### src/rtl/sevenseg_scan_n.sv
// sevenseg_scan_n: multiplexed common-anode 7-segment driver with tear-free shadow update
module sevenseg_scan_n #(
  parameter int NUM_DIGITS = 3,
  parameter int SCAN_DIV   = 50000,
  parameter int BLANK_CYC  = 16
) (
  input  logic                    clk,
  input  logic                    rst,
  input  logic [4*NUM_DIGITS-1:0] value,
  input  logic [NUM_DIGITS-1:0]   dp_in,
  input  logic [NUM_DIGITS-1:0]   blank_in,
  input  logic                    lz_blank,
  input  logic                    load,
  output logic [7:0]              SevenSegment,
  output logic [NUM_DIGITS-1:0]   SevenSegmentEnable,
  output logic                    frame_done
);
  localparam int W  = 4*NUM_DIGITS;
  localparam int SW = W + 2*NUM_DIGITS;
  localparam int CW = $clog2(SCAN_DIV);
  localparam int IW = NUM_DIGITS > 1 ? $clog2(NUM_DIGITS) : 1;
  localparam logic [6:0] LUT [16] = '{
    7'b0000001, 7'b1001111, 7'b0010010, 7'b0000110,
    7'b1001100, 7'b0100100, 7'b0100000, 7'b0001111,
    7'b0000000, 7'b0000100, 7'b0001000, 7'b1100000,
    7'b0110001, 7'b1000010, 7'b0110000, 7'b0111000};
  logic [CW-1:0]         cnt;
  logic [IW-1:0]         idx;
  logic [SW-1:0]         pending, shadow, inputs;
  logic [W-1:0]          sh_val;
  logic [NUM_DIGITS-1:0] sh_dp, sh_blank, lz;
  logic                  tick, wrap, dark;
  logic [3:0]            nib;
  logic [7:0]            seg_next;
  assign inputs   = {value, dp_in, blank_in};
  assign sh_val   = shadow[SW-1 -: W];
  assign sh_dp    = shadow[2*NUM_DIGITS-1 -: NUM_DIGITS];
  assign sh_blank = shadow[NUM_DIGITS-1:0];
  assign tick     = cnt == CW'(SCAN_DIV-1);
  assign wrap     = tick && idx == IW'(NUM_DIGITS-1);
  // a digit is a leading zero when it and every more significant nibble is zero
  always_comb begin
    logic nz;
    nz = 1'b0;
    lz = '0;
    for (int k = NUM_DIGITS-1; k >= 1; k--) begin
      nz = nz | (sh_val[4*k +: 4] != 4'h0);
      lz[k] = lz_blank & ~nz;
    end
  end
  assign nib      = sh_val[{idx, 2'b00} +: 4];
  assign dark     = sh_blank[idx] | lz[idx];
  assign seg_next = {dark ? 7'h7F : LUT[nib], ~sh_dp[idx]};
  always_ff @(posedge clk or posedge rst) begin
    if (rst) begin
      cnt                <= '0;
      idx                <= '0;
      pending            <= '0;
      shadow             <= '0;
      SevenSegment       <= 8'hFF;
      SevenSegmentEnable <= '1;
      frame_done         <= 1'b0;
    end else begin
      cnt                <= tick ? '0 : cnt + 1'b1;
      if (tick) idx      <= idx == IW'(NUM_DIGITS-1) ? '0 : idx + 1'b1;
      if (load) pending  <= inputs;
      if (wrap) shadow   <= load ? inputs : pending;
      SevenSegment       <= seg_next;
      SevenSegmentEnable <= cnt < CW'(BLANK_CYC) ? '1 : ~(NUM_DIGITS'(1) << idx);
      frame_done         <= wrap;
    end
  end
endmodule

### config.mk
export PLATFORM = sky130hd
export DESIGN_NAME = sevenseg_scan_n
export DESIGN_NICKNAME = d
export VERILOG_FILES = /design/src/rtl/sevenseg_scan_n.sv
export SDC_FILE = /design/constraint.sdc
export NUM_CORES = 1
export LEC_CHECK = 0
export CAP_MARGIN = 25
export CORE_AREA = 2 2 82 84
export DETAILED_ROUTE_END_ITERATION = 7
export DIE_AREA = 0 0 84 86
export GPL_TIMING_DRIVEN = 0
export PLACE_DENSITY_LB_ADDON = 0.3
export SYNTH_ARGS = -nofsm -noshare
export SYNTH_HDL_FRONTEND = slang
export SYNTH_SLANG_ARGS = --single-unit
### constraint.sdc
create_clock -name clk -period 1.94 [get_ports clk]
set_input_delay 0.388 -clock clk [delete_from_list [all_inputs] [get_ports clk]]
set_output_delay 0.388 -clock clk [all_outputs]
set_load 0.005 [all_outputs]
# Yosys cells after proc, flatten, opt, wreduce, memory -nomap -nowiden
# Memories as Yosys holds them, arrays and structs flattened.
# Cells that the tools add are included.
[totals]
n_memories = 1
romBits = 112
register_bits = 66
[classes]
add_sub_neg = 2
n_eq_ne = 2
n_mux = 13
reduce_logical = 3
order_cmp = 3
n_bitwise = 9
shift = 2
[memory_table]
columns = ["name", "words", "word_bits", "rd", "rd_clocked_by_memory_dff", "write_ports", "line_no", "text"]
rows = [
  ["(no name shown)", 16, 7, 1, 0, 0, "53", "assign seg_next = {dark ? 7'h7F : LUT[nib], ~sh_dp[idx]};"],
]
[ops]
columns = ["operator", "count"]
rows = [
  ["$mux 7", 3],
  ["$mux 18", 1],
  ["$add 16x1->16 const B", 1],
  ["$eq 16x16->1 const B", 1],
  ["$lt 16x5->1 const B", 1],
  ["$mux 16", 1],
  ["$shiftx 12x5->4", 1],
  ["$reduce_bool 4->1", 2],
  ["$bmux 1 s2", 3],
  ["$ge 5x5->1 const B", 1],
  ["$not 4->5", 1],
  ["$lt 2x3->1 const B", 1],
  ["$mux 1", 3],
  ["$mux 3", 1],
  ["$not 1->1", 3],
  ["$not 3->3", 1],
  ["$shl 1x2->3 const A", 1],
  ["$add 2x1->2 const B", 1],
  ["$and 1x1->1", 2],
  ["$eq 2x2->1 const B", 1],
  ["$mux 2", 1],
  ["$or 1x1->1", 2],
  ["$logic_and 1x1->1", 1],
]

# Depth between registers and ports, before layout
# Gate-level depths: netlist of run 1.
[logic_depth]
depth_word = 8
ltp_mapped = 9
depth_no_buf = 8

# Worst setup path before layout of run 1
# No wires, ideal clock.
[synth_path]
path_type = "reg2reg"
from = "register idx[1]"
to = "register SevenSegment[4]"
stages_incl_launch_ff = 10
required_ps = 1838
slack_ps = -121
synth_period_minus_slack_ps = 2061
path_buffers = 1
arrival_time_ps = 1959
path_cell_list = "dfrtp_1 -> buf_2 -> mux2_2 -> a22oi_1 -> inv_1 -> ha_1 -> inv_1 -> a211oi_1 -> a211oi_1 -> o21ai_0"
[synth_between]
elab_chain_len = 6
elab_cells_between_ends = 11
[synth_lines]
columns = ["element", "line_no", "text"]
rows = [
  ["from (decl)", "28", "logic [IW-1:0] idx;"],
  ["from (signal assigned)", "65", "if (tick) idx <= idx == IW'(NUM_DIGITS-1) ? '0 : idx + 1'b1;"],
  ["$shiftx 12x5->4", "51", "assign nib = sh_val[{idx, 2'b00} +: 4];"],
  ["$not 4->5 (not written as such)", "53", ""],
  ["$mem_v2 16x7", "n/a", ""],
  ["$mux 7 (not written as such) (2 in series)", "53", ""],
  ["$mux 7 (*)", "53", ""],
  ["net seg_next[4]", "34", "logic [7:0] seg_next;"],
  ["to (signal assigned)", "68", "SevenSegment <= seg_next;"],
  ["to (decl)", "14", "output logic [7:0] SevenSegment,"],
]
# The timed path passes the listed nets; every way through them passes the cells marked *. The select of a mux whose other input is x is not followed.
# A chain may end at the register's enable or synchronous reset.

# Worst setup path in the final report of run 1
[layout_path]
from = "register cnt[12]"
to = "register shadow[8]"
[layout_between]
elab_chain_len = 2
[layout_lines]
columns = ["element", "line_no", "text"]
rows = [
  ["from (decl)", "27", "logic [CW-1:0] cnt;"],
  ["from (signal assigned)", "64", "cnt <= tick ? '0 : cnt + 1'b1;"],
  ["$eq 16x16->1", "39", "assign tick = cnt == CW'(SCAN_DIV-1);"],
  ["$logic_and 1x1->1", "40", "assign wrap = tick && idx == IW'(NUM_DIGITS-1);"],
  ["to (signal assigned)", "67", "if (wrap) shadow <= load ? inputs : pending;"],
  ["to (decl)", "29", "logic [SW-1:0] pending, shadow, inputs;"],
]
# Every way passes these cells.

==> flow_metrics.env, run 1 <==
export IMPL_outcome="finished with violations"
export IMPL_violations="setup timing"
export IMPL_max_slew_worst_pin_slew_ns=0.643
export IMPL_fin_crit_ns=2.00
export IMPL_final_nets=322
export IMPL_synth_top_cell_by_area="dfrtp_1"
export IMPL_placed_cells=346
export IMPL_drv_cap=0
export IMPL_ant_nets=0
export IMPL_peakVddDrop_mv=0.513
export IMPL_grt_overflow_total=0
export IMPL_max_clock_freq_ghz=0.500
export IMPL_critPathSlowestCell="or4_4"
export IMPL_crit_type="reg2reg"
export IMPL_drc_errors=0
export IMPL_coreArea_um2=6280
export IMPL_final_cell_mix="55 x dfrtp_1, 32 x clkdlybuf4s50_1, 31 x mux2_2"
export IMPL_cp_arrival_ns=2.22
export IMPL_powerDensity_nw_per_um2=747
export IMPL_worstPathCellList="or4_4 -> nor4_4 -> buf_4 -> nand4_4 -> buf_6 -> mux2_4"
export IMPL_ys_ff_latch=66
export IMPL_cts_tree="yes"
export IMPL_gp_congestion=0.839
export IMPL_cp_slowest_stage_delay_ns=0.55
export IMPL_grt_max_degree=42
export IMPL_layout_cells_non_filler=374
export IMPL_path_delay_family="simple AND/OR/NAND/NOR gates"
export IMPL_setup_ws_ns=-0.0605
export IMPL_drive_gt1_share_pct=36.4
export IMPL_die_w_um=84
export IMPL_async_flop_share_pct=100
export IMPL_insertion_delay_ns=0.33
export IMPL_p_leak_nw=1.74
export IMPL_htree_levels=3
export IMPL_worstPathRequired_ns=2.16
export IMPL_place_port_buffers=32
export IMPL_die_y_um=86
export IMPL_crit_fanout=10
export IMPL_ys_types=41
export IMPL_post_place_ws_ns=-0.284
export IMPL_hold_buffers=0
export IMPL_avgSynthCellArea_um2=12.9
export IMPL_synth_fp_nets=265
export IMPL_hold_class="reg2reg"
export IMPL_synth_area_leaders="dfrtp_1 45%, mux2_2 12%, dfstp_2 9.5%"
export IMPL_crit_buf_inv=2
export IMPL_max_clock_path_buffers=2
export IMPL_fin_crit_sh_pct=103
export IMPL_setup_viol=19
export IMPL_num_vias=2002
export IMPL_wire_per_inst_um=15.2
export IMPL_grt_pass1_vias=1976
export IMPL_drv_slew=0
export IMPL_finClkSkew_ns=0.00785
export IMPL_cts_buffers=9
export IMPL_setup_worst_path_start_class="register"
export IMPL_antennaDiodeCount=0
export IMPL_vias_per_cell=5.35
export IMPL_slew_headroom_pct=57.0
export IMPL_grt_pass1_wl_mm=9.39
export IMPL_clock_sinks=66
export IMPL_rsz0062_at_grt="true"
export IMPL_dr_pass1_iters=4
export IMPL_start_util_pct=48.5
export IMPL_cts_root_buf="clkbuf_8"
export IMPL_routed_wirelength_mm=5.70
export IMPL_synth_edf_count=0
export IMPL_yosys_area_top_type_share_pct=45.2
export IMPL_dp_hpwl_mm=3.85
export IMPL_io_pins=34
export IMPL_seq_area_frac_synth_pct=54.7
export IMPL_row_count=29
export IMPL_nFillCells=502
export IMPL_final_hold_viol_count=0
export IMPL_clkSlewWorstSetupHoldPaths_ns=0.07
export IMPL_drtIter0Drc=128
export IMPL_end_kind="register"
export IMPL_synth_ff_type="dfrtp_1"
export IMPL_die_area_um2=7220
export IMPL_final_common_cell="dfrtp_1"
export IMPL_syn_inst=236
export IMPL_yosysWarningCount=0
export IMPL_antenna_found_initial=0
export IMPL_netlist_area_um2=3050
export IMPL_grt_usage_pct=16.5
export IMPL_syn_to_final_growth_pct=28.0
-- where the power goes --
part | switching (mW) | internal [mW] | leakage [nW] | total, mW
clock network | 0.511 | 0.617 | 0.0941 | 1.13
registers | 0.0326 | 1.46 | 0.809 | 1.49
logic | 0.121 | 0.171 | 0.832 | 0.292
-- worst paths after layout --
check	start	endpoint	slack, ns	cells after the start
setup / recovery	cnt[12]	shadow[8]	-0.06	6
hold / removal	shadow[4]	SevenSegment[0]	0.43	1
setup reg to reg	cnt[12]	shadow[8]	-0.06	6
hold reg to reg	shadow[4]	SevenSegment[0]	0.43	1
max in group asynchronous	rst	SevenSegment[0]	0.83	3
min in group asynchronous	rst	pending[12]	0.46	2
-- synth_stat cells (2+ instances only) --
cell type  count
dfrtp_1       55
mux2_2        32
nor2_1        13
dfstp_2       11
nand2_1       11
mux2_4        10
xor2_1         9
inv_1          8
nand3_1        8
ha_1           7
xnor2_1        7
nor3_1         6
a211oi_1       5
mux2i_1        5
nor4_1         5
a21oi_1        4
o221ai_1       4
a2bb2oi_1      3
buf_2          3
clkbuf_1       3
nor2b_1        3
a22oi_1        2
and3_1         2
nand4_1        2
o21ai_0        2
-- per-stage QoR --
| step | total power, mW | cell area [um^2] | util, % | TNS, ns | hold WS [ns] |
|---|---|---|---|---|---|
| 2_1_floorplan | 1.67 | 3060 | - | -0.725 | 0.383 |
| 6_report | 2.91 | 3900 | 62.1 | -0.972 | 0.427 |
| 3_3_place_gp | 1.78 | 3470 | 55.3 | -4.87 | 0.404 |
| 3_5_place_dp | 1.79 | 3490 | 55.6 | -5.67 | 0.406 |
| 4_1_cts | 2.93 | 3760 | 60.0 | -2.29 | 0.424 |
| 5_1_grt | 3.04 | 3900 | 62.1 | -2.20 | 0.454 |
-- logic make-up (layout without fill, tap and decap cells) --
group | Yosys count | in the layout | synth area share [%]
DFF | 66 | 66 | 54.7
and+or+nand+nor | 58 | 58 | 10.7
muxes | 47 | 47 | 18.4
AOI/OAI and AO/OA | 26 | 26 | 6.41
xor gates and xnor gates | 16 | 16 | 4.60
buffers and inverters | 16 | 77 | 2.34
adders and majority gates | 7 | 7 | 2.87
-- worst register-to-register path, stage by stage, from the launching register on --
cell,delay (ns)
dfrtp_1,0.38
or4_4,0.55
nor4_4,0.19
buf_4,0.18
nand4_4,0.10
buf_6,0.19
mux2_4,0.30
-- cell type report --
| cell class | count | area, um^2 | share of cell area, % |
|---|---|---|---|
| Clock buffer | 10 | 138 | 3.53 |
| Multi-Input combinational cell | 154 | 1420 | 36.3 |
| Sequential cell | 66 | 1670 | 42.7 |
| Timing Repair Buffer | 46 | 435 | 11.2 |
| Inverter | 8 | 36.3 | 0.930 |
| Clock inverter | 5 | 55.1 | 1.41 |
| Buffer | 8 | 58.8 | 1.51 |
| Tap cell | 77 | 96.3 | 2.47 |
-- sequential cells by signal, indices dropped and copies added, names as in the netlist --
name / count
pending: 18
shadow: 18
cnt: 16
SevenSegment: 8
SevenSegmentEnable: 3
idx: 2
frame_done: 1
-- per-layer routing --
layer  global-route usage, %  part of all wire (%)
met4                    7.33                   1.4
met1                    23.9                    49
met5                       0                     0
met3                    3.56                   3.3
met2                    23.9                    46
-- timing repair --
action / CTS / global route
buffers inserted: 7 / 5
hold endpoints to repair: 0 / 0
gates resized for setup: 9 / 22
pin swaps: 3 / 7
setup endpoints to repair: 36 / 28
cloned: 0 / 1
Power figures use the tool's default switching activity.
==> run 2, diff against run 1 <==
--- a/config.mk
+++ b/config.mk
@@ -9,7 +9,7 @@
 export CORE_AREA = 2 2 82 84
 export DETAILED_ROUTE_END_ITERATION = 7
 export DIE_AREA = 0 0 84 86
-export GPL_TIMING_DRIVEN = 0
+export GPL_TIMING_DRIVEN = 1
 export PLACE_DENSITY_LB_ADDON = 0.3
 export SYNTH_ARGS = -nofsm -noshare
 export SYNTH_HDL_FRONTEND = slang
==> run 2 against run 1 <==
Count of clock-buffer cells in the layout down 1. Largest cell class unchanged. The run now ends clean. Critical endpoint is now shadow[6]. Sequential power hardly changed. Cell area barely moved. Highest routed layer unchanged.
==> flow_metrics.env, run 2 (synthesis gave the netlist of run 1 again) <==
export IMPL_cts_root_buf="clkbuf_8"
export IMPL_insertion_delay_ns=0.35
export IMPL_hold_buffers=0
export IMPL_grt_pass1_wl_mm=9.83
export IMPL_die_w_um=84
export IMPL_drive_gt1_share_pct=34.0
export IMPL_post_place_ws_ns=0.0256
export IMPL_hold_class="reg2reg"
export IMPL_die_y_um=86
export IMPL_max_slew_worst_pin_slew_ns=0.355
export IMPL_finClkSkew_ns=0.00895
export IMPL_grt_pass1_vias=2035
export IMPL_place_port_buffers=33
export IMPL_htree_levels=3
export IMPL_vias_per_cell=5.38
export IMPL_io_pins=34
export IMPL_setup_ws_ns=0.0358
export IMPL_cts_tree="yes"
export IMPL_final_common_cell="dfrtp_1"
export IMPL_rsz0062_at_grt="true"
export IMPL_setup_worst_path_start_class="register"
export IMPL_dp_hpwl_mm=4.00
export IMPL_die_area_um2=7220
export IMPL_peakVddDrop_mv=0.538
export IMPL_outcome="finished, final reports clean"
export IMPL_finish_utilization_pct=62.1
export IMPL_routed_wirelength_mm=5.69
export IMPL_end_kind="register"
export IMPL_critical_path_endpoint="shadow[6]"
export IMPL_grt_overflow_total=0
export IMPL_final_nets=324
export IMPL_dr_pass1_iters=4
export IMPL_final_hold_viol_count=0
export IMPL_p_leak_nw=1.76
export IMPL_slew_headroom_pct=76.3
export IMPL_grt_max_degree=67
export IMPL_powerDensity_nw_per_um2=790
export IMPL_clkSlewWorstSetupHoldPaths_ns=0.07
export IMPL_max_clock_freq_ghz=0.525
export IMPL_wire_per_inst_um=15.1
export IMPL_crit_start="cnt[12]"
export IMPL_antennaDiodeCount=0
export IMPL_syn_to_final_growth_pct=27.9
export IMPL_start_util_pct=48.5
export IMPL_timing_rr_start="cnt[12]"
export IMPL_r2r_end="shadow[6]"
export IMPL_fin_crit_ns=1.90
export IMPL_r2r_cells=5
export IMPL_rrSetupSlack_ns=0.04
export IMPL_worstPathCellList="or4_4 -> nor4_4 -> nand4_4 -> buf_12 -> mux2_4"
export IMPL_grt_usage_pct=17.5
export IMPL_row_count=29
export IMPL_nFillCells=487
export IMPL_drtIter0Drc=75
export IMPL_drv_slew=0
export IMPL_setup_viol=0
export IMPL_cp_slowest_stage_delay_ns=0.54
export IMPL_reg_largest_list="pending x18, shadow x18, cnt x16"
export IMPL_cts_buffers=9
export IMPL_ant_nets=0
export IMPL_critPathSlowestCell="or4_4"
export IMPL_cp_arrival_ns=2.14
export IMPL_gp_congestion=0.887
export IMPL_num_vias=2029
export IMPL_final_cell_mix="55 x dfrtp_1, 33 x clkdlybuf4s50_1, 32 x mux2_2"
export IMPL_crit_fanout=18
export IMPL_crit_type="reg2reg"
export IMPL_holdWs_ns=0.426
export IMPL_fin_crit_sh_pct=98.2
export IMPL_drv_cap=0
export IMPL_worstPathRequired_ns=2.17
export IMPL_drc_errors=0
export IMPL_clock_sinks=66
export IMPL_fin_tns_setup_ns=0
export IMPL_coreArea_um2=6280
export IMPL_max_clock_path_buffers=2
export IMPL_antenna_found_initial=0
==> run 2: changes by cell type in the layout (fill, tap and decap cells not counted), sizes merged <==
cell,before,now
bufinv,1,2
clkinvlp,3,2
inv,7,8
clkdlybuf4s50,32,33
clkinv,2,3
clkbuf,11,9
buf,21,23
==> run 2: critical path, delay by kind of cell (launching register included) <==
family | cells | cell delay, ns
simple gates | 3 | 0.91
flops | 1 | 0.38
mux | 1 | 0.30
buf+inv | 1 | 0.19
==> run 2: per-stage QoR <==
stage	power, mW	std cells	instance area [um^2]
2_1_floorplan	1.67	236	3060
3_3_place_gp	1.80	361	3650
3_5_place_dp	1.81	361	3650
4_1_cts	3.11	377	3880
5_1_grt	3.20	377	3900
6_report	3.08	377	3900
==> run 2: where the power goes <==
group	internal, mW	total [mW]	switching [mW]
sequential	1.46	1.49	0.0307
combinational	0.171	0.287	0.116
clock	0.733	1.30	0.568
==> run 2: how the worst min path moves through the flow <==
stage / from / end / slack, ns / cells after the start
2_1_floorplan: shadow[4] / SevenSegment[0] / 0.38 / 1
3_3_place_gp: shadow[4] / SevenSegment[0] / 0.41 / 1
3_5_place_dp: shadow[4] / SevenSegment[0] / 0.42 / 1
4_1_cts: shadow[4] / SevenSegment[0] / 0.43 / 1
5_1_grt: shadow[4] / SevenSegment[0] / 0.46 / 1
6_report: shadow[4] / SevenSegment[0] / 0.43 / 1
==> run 2: metal layers <==
layer | vias up | track usage, % | share of wire [%]
met5 | - | 0 | 0
met3 | 7 | 5.58 | 4.5
met1 | 1004 | 23.1 | 48
li1 | 967 | - | -
met4 | 0 | 6.60 | 1.5
met2 | 51 | 27.2 | 46
==> run 2: what timing repair did <==
action | 4_1_cts | 5_1_grt
setup buffers | 0 | 0
setup endpoints to repair | 0 | 26
resized for setup | 0 | 5
==> run 2: final cells by class <==
| class | instances | area, um^2 | area share, % |
|---|---|---|---|
| clock buffer | 9 | 124 | 3.18 |
| clock inverter | 7 | 103 | 2.63 |
| inverter | 8 | 33.8 | 0.867 |
| multi-input combinational | 154 | 1330 | 34.2 |
| sequential | 66 | 1670 | 42.7 |
| tap | 77 | 96.3 | 2.47 |
| timing repair buffer | 56 | 541 | 13.9 |
==> run 3, diff against run 2 <==
--- a/config.mk
+++ b/config.mk
@@ -9,8 +9,10 @@
 export CORE_AREA = 2 2 82 84
 export DETAILED_ROUTE_END_ITERATION = 7
 export DIE_AREA = 0 0 84 86
+export DONT_BUFFER_PORTS = 1
 export GPL_TIMING_DRIVEN = 1
 export PLACE_DENSITY_LB_ADDON = 0.3
 export SYNTH_ARGS = -nofsm -noshare
 export SYNTH_HDL_FRONTEND = slang
 export SYNTH_SLANG_ARGS = --single-unit
+export TNS_END_PERCENT = 1
==> run 3 against run 2 <==
First-iteration DRC count grew 8.0%. Cell count shrank 8.2%. Non-clock buffer count shrank 31. Register-to-register slack is essentially flat. Global-route usage shrank 1.1 points. Flip-flop and latch count is the same. Sequential share of layout area grew 4.3 points. Count of clock-buffer cells in the layout grew 1. Worst hold slack lost 0.22 ns. Largest cell class unchanged. Sequential power is essentially flat.
==> flow_metrics.env, run 3 (synthesis gave the netlist of run 1 again) <==
export IMPL_hold_class="in2reg"
export IMPL_crit_type="reg2reg"
export IMPL_clock_sinks=66
export IMPL_slew_headroom_pct=75.4
export IMPL_die_w_um=84
export IMPL_cts_tree="yes"
export IMPL_outcome="finished, final reports clean"
export IMPL_reg_largest_list="pending x18, shadow x18, cnt x16"
export IMPL_routed_wirelength_mm=5.43
export IMPL_rsz0062_at_grt="true"
export IMPL_peakVddDrop_mv=0.506
export IMPL_finish_utilization_pct=56.4
export IMPL_combPwrFrac_pct=7.1
export IMPL_switching_share_pct=23.4
export IMPL_die_y_um=86
export IMPL_drive_gt1_share_pct=38.3
export IMPL_max_clock_freq_ghz=0.523
export IMPL_post_cts_buffers=0
export IMPL_drv_slew=0
export IMPL_cp_arrival_ns=2.13
export IMPL_drtIter0Drc=81
export IMPL_cts_buffers=9
export IMPL_drv_cap=0
export IMPL_p_leak_nw=1.62
export IMPL_clockPowerShare_pct=40.8
export IMPL_insertion_delay_ns=0.34
export IMPL_drc_errors=0
export IMPL_setup_worst_path_start_class="register"
export IMPL_max_clock_path_buffers=2
export IMPL_coreArea_um2=6280
export IMPL_row_count=29
export IMPL_ant_nets=0
export IMPL_cts_root_buf="clkbuf_8"
export IMPL_grt_max_degree=67
export IMPL_p_switching_mw=0.672
export IMPL_powerDensity_nw_per_um2=810
export IMPL_grt_overflow_total=0
export IMPL_finalPower_mw=2.87
export IMPL_cp_slowest_stage_delay_ns=0.54
export IMPL_place_port_buffers=0
export IMPL_end_kind="register"
export IMPL_start_util_pct=48.5
export IMPL_finClkSkew_ns=0.00775
export IMPL_syn_to_final_growth_pct=16.3
export IMPL_grt_usage_pct=16.4
export IMPL_antenna_found_initial=0
export IMPL_fin_crit_sh_pct=98.5
export IMPL_nFillCells=515
export IMPL_p_int_mw=2.20
export IMPL_antennaDiodeCount=0
export IMPL_power_frac_seq_pct=52.1
export IMPL_num_vias=1892
export IMPL_fin_crit_ns=1.91
export IMPL_dr_pass1_iters=4
export IMPL_grt_pass1_wl_mm=9.18
export IMPL_die_area_um2=7220
export IMPL_max_slew_worst_pin_slew_ns=0.369
export IMPL_clkSlewWorstSetupHoldPaths_ns=0.07
export IMPL_htree_levels=3
export IMPL_dp_hpwl_mm=3.77
export IMPL_grt_pass1_vias=1891
export IMPL_wire_per_inst_um=15.7
export IMPL_gp_congestion=0.834
export IMPL_final_hold_viol_count=0
export IMPL_critPathSlowestCell="or4_4"
export IMPL_vias_per_cell=5.47
export IMPL_crit_fanout=18
export IMPL_setup_viol=0
export IMPL_final_common_cell="dfrtp_1"
export IMPL_final_nets=293
export IMPL_final_cell_mix="54 x dfrtp_1, 32 x mux2_2, 22 x buf_4"
export IMPL_worstPathRequired_ns=2.16
export IMPL_worstPathCellList="or4_4 -> nor4_4 -> nand4_4 -> buf_12 -> mux2_4"
export IMPL_io_pins=34
==> run 3: per-layer routing <==
| metal | GRT usage [%] | wire [um] | up-vias |
|---|---|---|---|
| met5 | 0 | 0 | - |
| met4 | 7.18 | 70 | 0 |
| met3 | 6.74 | 303 | 8 |
| met2 | 22.8 | 2370 | 40 |
| met1 | 22.6 | 2680 | 936 |
| li1 | - | - | 908 |
==> run 3: worst max-delay path, delay by kind of cell, from the launching register on <==
kind                   cells  cell delay (ns)
multiplexers               1             0.30
AND/OR/NAND/NOR            3             0.93
buffers and inverters      1             0.19
flip-flops                 1             0.38
==> run 3: path summary, 6_finish.rpt <==
path                       depth (start not counted)  slack [ns]                    end  startpoint
setup reg to reg                                   5        0.03              shadow[1]     cnt[12]
max in group asynchronous                          3        1.06  SevenSegmentEnable[2]         rst
setup / recovery                                   5        0.03              shadow[1]     cnt[12]
hold reg to reg                                    1        0.43        SevenSegment[0]   shadow[4]
min in group asynchronous                          3        0.57             pending[5]         rst
hold / removal                                     1        0.21            pending[13]    value[7]
==> run 3: power by group through the flow <==
stage                     sequential, mW  combinational (mW)  clock [mW]
final                               1.50               0.203        1.17
after global routing                1.50               0.228        1.25
after CTS                           1.50               0.203        1.20
after detailed placement            1.52               0.199           0
after global placement              1.52               0.196           0
after floorplan                     1.51               0.158           0
==> run 3: repair_timing <==
item / in CTS / in global routing
endpoints found under the hold margin: 21 / 0
hold buffers: 1 / 0
setup endpoints to repair: 1 / 24
resized for setup: 1 / 4
==> run 3: area by class of cell <==
type	instances	area (um^2)	share of cell area, %
timing repair buffer	25	215	6.08
tap	77	96.3	2.72
sequential	66	1670	47.1
clock buffer	10	138	3.89
clock inverter	6	66.3	1.87
inverter	8	30.0	0.848
multi-input combinational	154	1330	37.5
==> run 3: stage by stage <==
step / cells / hold WS [ns] / area, um^2 / setup TNS [ns] / worst slack, ns
final: 346 / 0.206 / 3540 / 0 / 0.0293
after floorplan: 236 / 0.383 / 3050 / -5.47 / -0.102
after detailed placement: 329 / 0.368 / 3310 / 0 / 0.0112
after global placement: 329 / 0.367 / 3310 / 0 / 0.0310
after global routing: 346 / 0.187 / 3540 / -0.670 / -0.0566
after CTS: 346 / 0.193 / 3530 / 0 / 0.0114
